### src/rtl/mem_port_arbiter.sv
// Shared single-port memory arbiter between instruction fetch and data access.
// One transaction in flight; data has priority with a starvation guard for fetch.
module mem_port_arbiter #(
  parameter int ADDR_W     = 12,
  parameter int DATA_W     = 32,
  parameter int MEM_LAT    = 2,
  parameter int STARVE_MAX = 4
) (
  input  logic              clock,
  input  logic              reset,
  input  logic              if_req,
  input  logic [ADDR_W-1:0] if_addr,
  input  logic              if_flush,
  output logic [DATA_W-1:0] if_rdata,
  output logic              if_valid,
  output logic              if_stall,
  input  logic              dm_req,
  input  logic              dm_we,
  input  logic [ADDR_W-1:0] dm_addr,
  input  logic [DATA_W-1:0] dm_wdata,
  input  logic [2:0]        dm_funct3,
  output logic [DATA_W-1:0] dm_rdata,
  output logic              dm_valid,
  output logic              dm_stall,
  output logic              mem_en,
  output logic              mem_we,
  output logic [ADDR_W-1:0] mem_addr,
  output logic [DATA_W-1:0] mem_wdata,
  output logic [2:0]        mem_funct3,
  input  logic [DATA_W-1:0] mem_rdata
);

  localparam int LAT_W = (MEM_LAT > 1) ? $clog2(MEM_LAT) : 1;
  localparam int SC_W  = (STARVE_MAX > 0) ? $clog2(STARVE_MAX + 1) : 1;
  localparam logic [LAT_W-1:0] LAT_LOAD   = LAT_W'(MEM_LAT - 1);
  localparam logic [SC_W-1:0]  STARVE_TOP = SC_W'(STARVE_MAX);

  typedef enum logic [1:0] {IDLE = 2'd0, ISSUE = 2'd1, WAIT = 2'd2} state_t;

  state_t            state_reg, state_next;
  logic              owner_dm_reg, owner_dm_next;
  logic              mem_we_reg, mem_we_next;
  logic [ADDR_W-1:0] mem_addr_reg, mem_addr_next;
  logic [DATA_W-1:0] mem_wdata_reg, mem_wdata_next;
  logic [2:0]        mem_funct3_reg, mem_funct3_next;
  logic [LAT_W-1:0]  lat_cnt_reg, lat_cnt_next;
  logic [SC_W-1:0]   starve_cnt_reg, starve_cnt_next;
  logic              cancel_reg, cancel_next;

  logic grant_dm, grant_if, complete;

  assign grant_dm = (state_reg == IDLE) && dm_req && !(if_req && starve_cnt_reg == STARVE_TOP);
  assign grant_if = (state_reg == IDLE) && if_req && !grant_dm;
  assign complete = (state_reg == WAIT) && (lat_cnt_reg == '0);

  always_ff @(posedge clock or posedge reset) begin
    if (reset) begin
      state_reg      <= IDLE;
      owner_dm_reg   <= 1'b0;
      mem_we_reg     <= 1'b0;
      mem_addr_reg   <= '0;
      mem_wdata_reg  <= '0;
      mem_funct3_reg <= '0;
      lat_cnt_reg    <= '0;
      starve_cnt_reg <= '0;
      cancel_reg     <= 1'b0;
    end else begin
      state_reg      <= state_next;
      owner_dm_reg   <= owner_dm_next;
      mem_we_reg     <= mem_we_next;
      mem_addr_reg   <= mem_addr_next;
      mem_wdata_reg  <= mem_wdata_next;
      mem_funct3_reg <= mem_funct3_next;
      lat_cnt_reg    <= lat_cnt_next;
      starve_cnt_reg <= starve_cnt_next;
      cancel_reg     <= cancel_next;
    end
  end

  always_comb begin
    state_next      = state_reg;
    owner_dm_next   = owner_dm_reg;
    mem_we_next     = mem_we_reg;
    mem_addr_next   = mem_addr_reg;
    mem_wdata_next  = mem_wdata_reg;
    mem_funct3_next = mem_funct3_reg;
    lat_cnt_next    = lat_cnt_reg;
    starve_cnt_next = starve_cnt_reg;
    cancel_next     = cancel_reg;
    case (state_reg)
      IDLE: begin
        if (grant_dm) begin
          owner_dm_next   = 1'b1;
          mem_we_next     = dm_we;
          mem_addr_next   = dm_addr;
          mem_wdata_next  = dm_wdata;
          mem_funct3_next = dm_funct3;
          state_next      = ISSUE;
          // A DM grant with fetch waiting implies the count is below the cap.
          if (if_req)
            starve_cnt_next = starve_cnt_reg + SC_W'(1);
        end else if (grant_if) begin
          owner_dm_next   = 1'b0;
          mem_we_next     = 1'b0;
          mem_addr_next   = if_addr;
          mem_wdata_next  = '0;
          mem_funct3_next = 3'b010;
          starve_cnt_next = '0;
          state_next      = ISSUE;
        end
      end
      ISSUE: begin
        lat_cnt_next = LAT_LOAD;
        cancel_next  = cancel_reg | (if_flush & ~owner_dm_reg);
        state_next   = WAIT;
      end
      WAIT: begin
        if (complete) begin
          cancel_next = 1'b0;
          state_next  = IDLE;
        end else begin
          lat_cnt_next = lat_cnt_reg - LAT_W'(1);
          cancel_next  = cancel_reg | (if_flush & ~owner_dm_reg);
        end
      end
      default: state_next = IDLE;
    endcase
  end

  // Index 0 = fetch, 1 = data; a flush in the completion cycle also suppresses delivery.
  logic [1:0]             port_valid;
  logic [1:0][DATA_W-1:0] port_rdata;

  assign port_valid[0] = complete & ~owner_dm_reg & ~cancel_reg & ~if_flush;
  assign port_valid[1] = complete & owner_dm_reg;

  genvar gi;
  generate
    for (gi = 0; gi < 2; gi++) begin : g_port
      assign port_rdata[gi] = port_valid[gi] ? mem_rdata : '0;
    end
  endgenerate

  assign if_valid   = port_valid[0];
  assign dm_valid   = port_valid[1];
  assign if_rdata   = port_rdata[0];
  assign dm_rdata   = port_rdata[1];
  assign if_stall   = if_req & ~if_valid;
  assign dm_stall   = dm_req & ~dm_valid;
  assign mem_en     = (state_reg == ISSUE);
  assign mem_we     = mem_we_reg;
  assign mem_addr   = mem_addr_reg;
  assign mem_wdata  = mem_wdata_reg;
  assign mem_funct3 = mem_funct3_reg;

endmodule

### config.mk
export PLATFORM = sky130hd
export DESIGN_NAME = mem_port_arbiter
export DESIGN_NICKNAME = d
export VERILOG_FILES = /design/src/rtl/mem_port_arbiter.sv
export SDC_FILE = /design/constraint.sdc
export NUM_CORES = 1
export LEC_CHECK = 0
export ABC_AREA = 1
export CAP_MARGIN = 20
export CORE_MARGIN = 3
export CORE_UTILIZATION = 37
export DETAILED_ROUTE_END_ITERATION = 8
export GPL_TIMING_DRIVEN = 0
export PLACE_DENSITY = 0.87
export SLEW_MARGIN = 20
export SYNTH_ARGS = -nofsm -noshare
export SYNTH_HDL_FRONTEND = slang
export SYNTH_SLANG_ARGS = --single-unit
### constraint.sdc
create_clock -name clock -period 3.02 [get_ports clock]
set_input_delay 0.604 -clock clock [delete_from_list [all_inputs] [get_ports clock]]
set_output_delay 0.604 -clock clock [all_outputs]
set_load 0.01 [all_outputs]
# Word-level counts from Yosys, hierarchy flattened
# Index checks and enable logic that the tools add are counted.
# word_totals
reg_bits	56
in_bits	97
elab_cells	69
out_inout_bits	117
# op_classes
reduce_logical	15
n_mux	22
bitwise	14
eq_ne	7
addsub	2
# op_table
operator	n
32-bit 2-to-1 mux	4
12-bit 2-to-1 mux	2
3-bit 2-to-1 mux	5
1-bit AND	7
1-bit logical AND	6
2-bit 2-to-1 mux	3
2-bit != test, second input constant	3
1-bit NOT	6
2-bit case mux with 3 select lines	1
2-bit AND reduction	3
1-bit 2-to-1 mux	5
1-bit case mux with 2 select lines	2
2-bit nonzero test	2
3-bit by 1-bit adder with 3-bit output, second input constant	1
3-bit equality test, second input constant	1
3-bit != test, second input constant	1
3-bit AND reduction	1
2-bit by 1-bit equality test with 1-bit output, second input constant	1
2-bit equality test, second input constant	1
1-bit zero test	2
2-bit zero test	1
1-bit bitwise OR	1
1-bit subtractor, second input constant	1

# Logic depth before layout (Yosys ltp)
# Gate-level depths: netlist of the first run.
# depth
ltp_word	9
mapped_depth	9
depth_no_buf	8

# Least setup slack after synthesis of the first run
# No wires, ideal clock.
# synth_path
path_kind	reg-to-output
startpoint	register state_reg[0]
endpoint	output port if_rdata[10]
arrival_time_ps	1299
n_path_buf	1
path_stages_with_launch	8
t_required_ps	2416
slack_ps	1117
cell_sequence	dfrtp_1 -> inv_1 -> ha_1 -> inv_1 -> nor2_2 -> nand4_2 -> buf_2 -> nor2_1
# synth_via
elab_chain_cells	6
# synth_lines
item	line_no	source
start, declared	40	state_t state_reg, state_next;
start signal, assigned	68	state_reg <= state_next;
2-bit equality test	54	assign complete = (state_reg == WAIT) && (lat_cnt_reg == '0);
1-bit logical AND	54	
1-bit AND (3 in a row)	134	assign port_valid[0] = complete & ~owner_dm_reg & ~cancel_reg & ~if_flush;
32-bit 2-to-1 mux	140	assign port_rdata[gi] = port_valid[gi] ? mem_rdata : '0;
end, declared	14	output logic [DATA_W-1:0] if_rdata,
# Every way passes these cells.

# Worst setup path after layout of the first run
# layout_path
startpoint	register state_reg[0]
endpoint	output port dm_rdata[18]
# layout_via
elab_chain_cells	4
# layout_lines
item	line_no	source
2-bit equality test	54	
1-bit logical AND	54	
1-bit AND	135	assign port_valid[1] = complete & owner_dm_reg;
32-bit 2-to-1 mux	140	
end, declared	22	output logic [DATA_W-1:0] dm_rdata,
# Every way passes these cells.

==> results of run 1 <==
[layout by cell type (no fill, tap or decap), types with 4 or more instances in the layout]
cell,n
nor2_1,66
clkdlybuf4s50_1,210
buf_2,8
nand3_1,40
clkbuf_8,5
buf_4,5
nand2_1,133
inv_1,49
dfrtp_1,56
ha_1,6
diode_2,4
[kinds of logic (layout without fill, tap and decap cells)]
| group | count (synthesis) | in the layout | synth area share, % |
|---|---|---|---|
| AOI/OAI and AO/OA | 7 | 7 | 1.37 |
| adders and majority gates | 6 | 6 | 2.65 |
| buffers and inverters | 71 | 292 | 11.2 |
| DFF | 56 | 56 | 49.4 |
| other | 0 | 4 | 0 |
| and+or+nand+nor | 246 | 246 | 35.3 |
[through the flow]
stage / total power [mW] / cells
floorplan: 2.29 / 386
global placement: 3.37 / 698
detailed placement: 3.44 / 698
CTS: 3.96 / 706
global route: 4.23 / 710
finish: 3.94 / 710
[per-layer routing]
metal  GRT usage, %  vias up
li1               -     1598
met3           7.48       19
met5              0        -
met2           43.5      153
met1           24.0     1494
met4           8.78        0
[where the power goes]
group	internal (mW)	total (mW)	switching, mW
clock	0.251	0.504	0.252
combinational	1.08	2.09	1.01
sequential	1.12	1.34	0.215
total	2.46	3.94	1.48
[cell type report]
cell class,count,share of cell area (%)
tap,99,2.36
buffer,18,2.34
clock inverter,2,0.740
inverter,53,3.84
clock buffer,6,1.38
antenna,4,0.191
sequential,56,26.7
timing repair buffer,213,40.8
multi-input combinational,259,21.6
[worst min-delay path by stage]
| stage | startpoint | endpoint | slack (ps) | depth (start not counted) |
|---|---|---|---|---|
| 2_1_floorplan | state_reg[1]$_DFFE_PP0P_ | state_reg[1]$_DFFE_PP0P_ | 470 | 2 |
| 3_3_place_gp | mem_wdata[10]$_DFFE_PP0P_ | mem_wdata[10]$_DFFE_PP0P_ | 460 | 2 |
| 3_5_place_dp | mem_wdata[5]$_DFFE_PP0P_ | mem_wdata[5]$_DFFE_PP0P_ | 460 | 2 |
| 4_1_cts | mem_wdata[5]$_DFFE_PP0P_ | mem_wdata[5]$_DFFE_PP0P_ | 490 | 2 |
| 5_1_grt | mem_wdata[5]$_DFFE_PP0P_ | mem_wdata[5]$_DFFE_PP0P_ | 510 | 2 |
| 6_report | mem_funct3[2]$_DFFE_PP0P_ | mem_funct3[2]$_DFFE_PP0P_ | 480 | 2 |
[worst max-delay path: cells and delay by family (launching register included)]
kind,cells,cell delay (ps)
DFF,1,410
buffers and inverters,4,940
and+or+nand+nor,3,400
adders and majority gates,1,200
[what timing repair did]
item	in CTS	in global routing
endpoints found under the setup margin	1	37
resized for setup	1	7
pin swaps	0	0
==> results.yml, run 1 <==
status:
  outcome: "completed"
setup_path:
  timing_worst_setup_path_type: "flop to output port"
  crit_end: "dm_rdata[18]"
  cp.arrival_ps: 2270
  cpMaxStageDelayCell: "clkdlybuf4s50_1"
  r2r_end: "mem_wdata[20]$_DFFE_PP0P_"
  cp_common_cell: "inv_1"
  startpoint: "state_reg[0]$_DFFE_PP0P_"
  r2r.worst_path.cells: 9
  crit_path_cell_trace: "inv_1 > ha_1 > inv_1 > nor2_4 > nand2_2 > buf_2 > nor2_2 > clkdlybuf4s50_1"
  required_ps: 2420
  worstSetupStartpointType: "flop"
  crit_fanout: 10
  crit_path_end_kind: "output port"
  cp_slowest_stage_delay_ps: 550
  r2r_start: "state_reg[0]$_DFFE_PP0P_"
  reg2reg_slack_ps: 1440
detailed_routing:
  met1_length_mm: 3.80
  drt-initial-drc-count: 144
  firstDrtPassIters: 4
  via_count: 3264
  route.detailed.drc: 0
  wl_mm: 10.4
  avgRoutedWirePerCell_um: 14.7
  vias_per_cell: 4.60
  wl_met2_mm: 5.45
  wl_met3_um: 937
  top_layer_used: "met4"
  drtAntennaViolNets: 0
layout:
  multiInputGateArea_mm2: 0.00113
  regArea_mm2: 0.00140
  final_util_pct: 71.5
  drive_above_1_share_pct: 5.60
  largest_reg_flops: 32
  final_net_count: 709
  fillCellCount: 582
  stdcell_area_mm2: 0.00525
  syn_to_final_growth_pct: 84.9
global_routing:
  grt.total_usage_pct: 23.3
  grt_pass1_wl_mm: 15.8
  grt_pass1_vias: 3184
  grt_max_degree: 57
  antenna_found_initial: 3
  grt.overflow.total: 0
synthesis:
  ys_seq_area_share_pct: 49.4
  syn_avg_cell_area_um2: 7.35
  synth_ff_type: "dfrtp_1"
  synth-edff-count: 0
  async_reset_ff_share_pct: 100
  synth_fp_nets: 489
  synth_top_cell_area_share_pct: 49.4
  synth_seq_cells: 56
  ys_warn_count: 0
  synthCells: 386
  syn_area_mm2: 0.00284
  synth_cell_types: 20
  synth_commonest_cells: "nand2_1 (134), nor2_1 (67), dfrtp_1 (56)"
  yosysTopAreaCell: "dfrtp_1"
  netlist_top_cells_area: "dfrtp_1 (49%), nand2_1 (18%), nor2_1 (8.9%)"
  yosysMostFrequentCell: "nand2_1"
floorplanning:
  initial_core_util_pct: 38.7
  die_h_um: 93.6
  design.core.area_mm2: 0.00733
  ios: 214
  num_rows: 31
  die_w_um: 93.6
  dieArea_mm2: 0.00875
place:
  dp_slack_ps: 226
  dp_hpwl_mm: 8.43
  port-buffer-count: 213
  postPlaceCellArea_mm2: 0.00509
  gp_congestion: 0.750
timing:
  finalHoldViolCount: 0
  setup_viol: 0
  post-route-min-period_ps: 2870
  setup_ws_ps: 149
  relSlewSlack_pct: 53.8
  rsz0062_at_grt: "false"
  worst_pin_slew_ps: 693
  clock_skew_ps: 11.4
  drv_slew: 0
  hold_ws_ps: 485
  fin_tns_setup_ps: 0
  post-route-period-util_pct: 95.1
  fmax_mhz: 348
pwr:
  p_leak_nw: 2.62
  powerDensity_mw_per_mm2: 750
  ir_drop_v: 0.000500
worst_hold_path:
  hp-class: "flop to flop"
clock_tree:
  cts-root-buf: "clkbuf_8"
  cts_sinks: 56
  cts_buffers: 5
  clock_latency_ps: 310
  cts.path.max_buffers: 2
  cts_tree: "built"
  h-tree-depth: 2
  clk_pin_slew_ps: 110
  postCtsSetupBuffers: 0
  holdBufCountCts: 0
flow_run:
  drv_cap: 0
Power figures use the tool's default switching activity.
==> run 2, diff against run 1 <==
- CORE_UTILIZATION: 37 -> 31
- PLACE_DENSITY: 0.87 -> 0.78
- clock period: 3.02 -> 2.4 ns (I/O delays scaled with it)
==> run 2 against run 1 <==
Final area down 0.74%. Clock power increased by 9.3%. Die area up 18%. Register-to-register slack worse by 740 ps. Sequential power up 26%. First-iteration DRC count decreased by 55%. Clock skew shrank 4.4 ps. Non-clock buffer count is 11 higher. Sequential share of layout area up 0.20 points. Worst hold slack gained 4.4 ps. Critical path depth up 2. Count of clock-buffer cells in the layout shrank 1. Largest cell class unchanged.
==> results.yml, run 2 (synthesis results as in run 1) <==
status:
  outcome: "completed"
clock_tree:
  cts.path.max_buffers: 2
  cts_sinks: 56
  h-tree-depth: 2
  cts_buffers: 5
  cts_tree: "built"
  clk_pin_slew_ps: 110
  cts-root-buf: "clkbuf_8"
  clock_latency_ps: 310
setup_path:
  cp.arrival_ps: 1860
  path_buf_inv: 6
  crit_path_end_kind: "output port"
  crit_fanout: 10
  cpMaxStageDelayCell: "dfrtp_1"
  crit_family: "buffers and inverters"
  cp_slowest_stage_delay_ps: 410
  worstSetupStartpointType: "flop"
  required_ps: 1920
  crit_path_cell_trace: "inv_2 > ha_4 > inv_2 > nor2_4 > nand4_4 > buf_6 > buf_6 > buf_12 > nor2_2 > buf_2"
  timing_worst_setup_path_type: "flop to output port"
timing:
  fmax_mhz: 427
  setup_viol: 0
  post-route-period-util_pct: 97.6
  clock_skew_ps: 7.02
  worst_pin_slew_ps: 691
  relSlewSlack_pct: 53.9
  post-route-min-period_ps: 2340
  finalHoldViolCount: 0
  drv_slew: 0
  fin_tns_setup_ps: 0
layout:
  final_net_count: 720
  fillCellCount: 834
  drive_above_1_share_pct: 17.0
  layout_common_cells: "clkdlybuf4s50_1 (145), nand2_1 (133), dfrtp_1 (56)"
  layout_commonest_cell: "clkdlybuf4s50_1"
  largest_reg_flops: 32
  syn_to_final_growth_pct: 83.5
  final_util_pct: 59.1
  stdcell_area_mm2: 0.00521
detailed_routing:
  firstDrtPassIters: 6
  via_count: 3265
  route.detailed.drc: 0
  avgRoutedWirePerCell_um: 14.6
  drt-initial-drc-count: 65
  wl_mm: 10.6
  drtAntennaViolNets: 0
  vias_per_cell: 4.48
pwr:
  power_mw: 4.91
  p_sw_share_pct: 38.6
  p_int_mw: 3.01
  power.switching_mw: 1.90
  pwr-share-comb_pct: 54.4
  p_clk_share_pct: 11.2
  p_leak_nw: 2.82
  ir_drop_v: 0.000564
  power.share.sequential_pct: 34.4
  powerDensity_mw_per_mm2: 943
floorplanning:
  design.core.area_mm2: 0.00881
  die_h_um: 102
  initial_core_util_pct: 32.2
  dieArea_mm2: 0.0103
  num_rows: 34
  ios: 214
  die_w_um: 102
place:
  dp_hpwl_mm: 8.47
  postPlaceCellArea_mm2: 0.00511
  port-buffer-count: 213
  gp_congestion: 0.967
flow_run:
  drv_cap: 0
global_routing:
  antenna_found_initial: 2
  grt_pass1_vias: 3223
  grt.overflow.total: 0
  grt.total_usage_pct: 20.0
  grt_pass1_wl_mm: 16.2
  grt_max_degree: 57
worst_hold_path:
  hp-class: "flop to flop"
run 2: what timing repair did:
| item | in CTS | in global routing |
|---|---|---|
| pin swaps | 1 | 2 |
| setup buffers | 8 | 3 |
| resized for setup | 177 | 52 |
| setup endpoints to repair | 68 | 52 |
| hold buffers | 0 | 0 |
run 2: layer usage:
| layer | up-vias | global-route usage [%] | part of all wire [%] |
|---|---|---|---|
| li1 | 1614 | - | - |
| met1 | 1479 | 21.2 | 36 |
| met2 | 156 | 36.5 | 51 |
| met3 | 16 | 6.96 | 10 |
| met4 | 0 | 7.06 | 2.4 |
| met5 | - | 0 | 0 |
run 2: layout make-up:
| class | count | area [µm²] | share of cell area (%) |
|---|---|---|---|
| Tap cell | 108 | 135 | 2.60 |
| Timing Repair Buffer | 224 | 2000 | 38.3 |
| Buffer | 18 | 164 | 3.15 |
| Clock buffer | 5 | 68.8 | 1.32 |
| Multi-Input combinational cell | 259 | 1210 | 23.2 |
| Antenna cell | 2 | 5.00 | 0.0961 |
| Inverter | 53 | 201 | 3.87 |
| Clock inverter | 3 | 27.5 | 0.529 |
| Sequential cell | 56 | 1400 | 26.9 |
run 2: worst paths after layout:
path | from | end | slack [ps] | cells past startpoint
worst max-delay path | state_reg[0]$_DFFE_PP0P_ | if_rdata[15] | 60 | 10
worst min-delay path | mem_wdata[12]$_DFFE_PP0P_ | mem_wdata[12]$_DFFE_PP0P_ | 490 | 2
worst max register to register | state_reg[1]$_DFFE_PP0P_ | mem_wdata[11]$_DFFE_PP0P_ | 700 | 10
worst min register to register | mem_wdata[12]$_DFFE_PP0P_ | mem_wdata[12]$_DFFE_PP0P_ | 490 | 2
max in group asynchronous | reset | cancel_reg$_DFFE_PP0P_ | 1310 | 2
min in group asynchronous | reset | mem_funct3[2]$_DFFE_PP0P_ | 610 | 2
run 2: power groups by stage:
stage	combinational (mW)	clock, mW	sequential (mW)
2_1_floorplan	1.02	0	1.86
3_3_place_gp	2.59	0	1.68
3_5_place_dp	2.65	0	1.69
4_1_cts	2.69	0.566	1.69
5_1_grt	2.94	0.608	1.74
6_report	2.67	0.551	1.69
run 2: stage by stage:
| step | hold slack (ps) | setup WS (ps) | std cells |
|---|---|---|---|
| after detailed placement | 464 | -238 | 707 |
| after global placement | 460 | -495 | 707 |
| final | 489 | 58.5 | 728 |
| after floorplan | 467 | 549 | 386 |
| after CTS | 494 | 0.108 | 723 |
| after global routing | 511 | -17.5 | 728 |
run 2: worst register-to-register path, delay by kind of cell, from the launching register on:
kind / cells / cell delay [ps]
buf+inv: 5 / 670
flops: 1 / 440
simple gates: 4 / 290
fa+ha+maj: 1 / 230
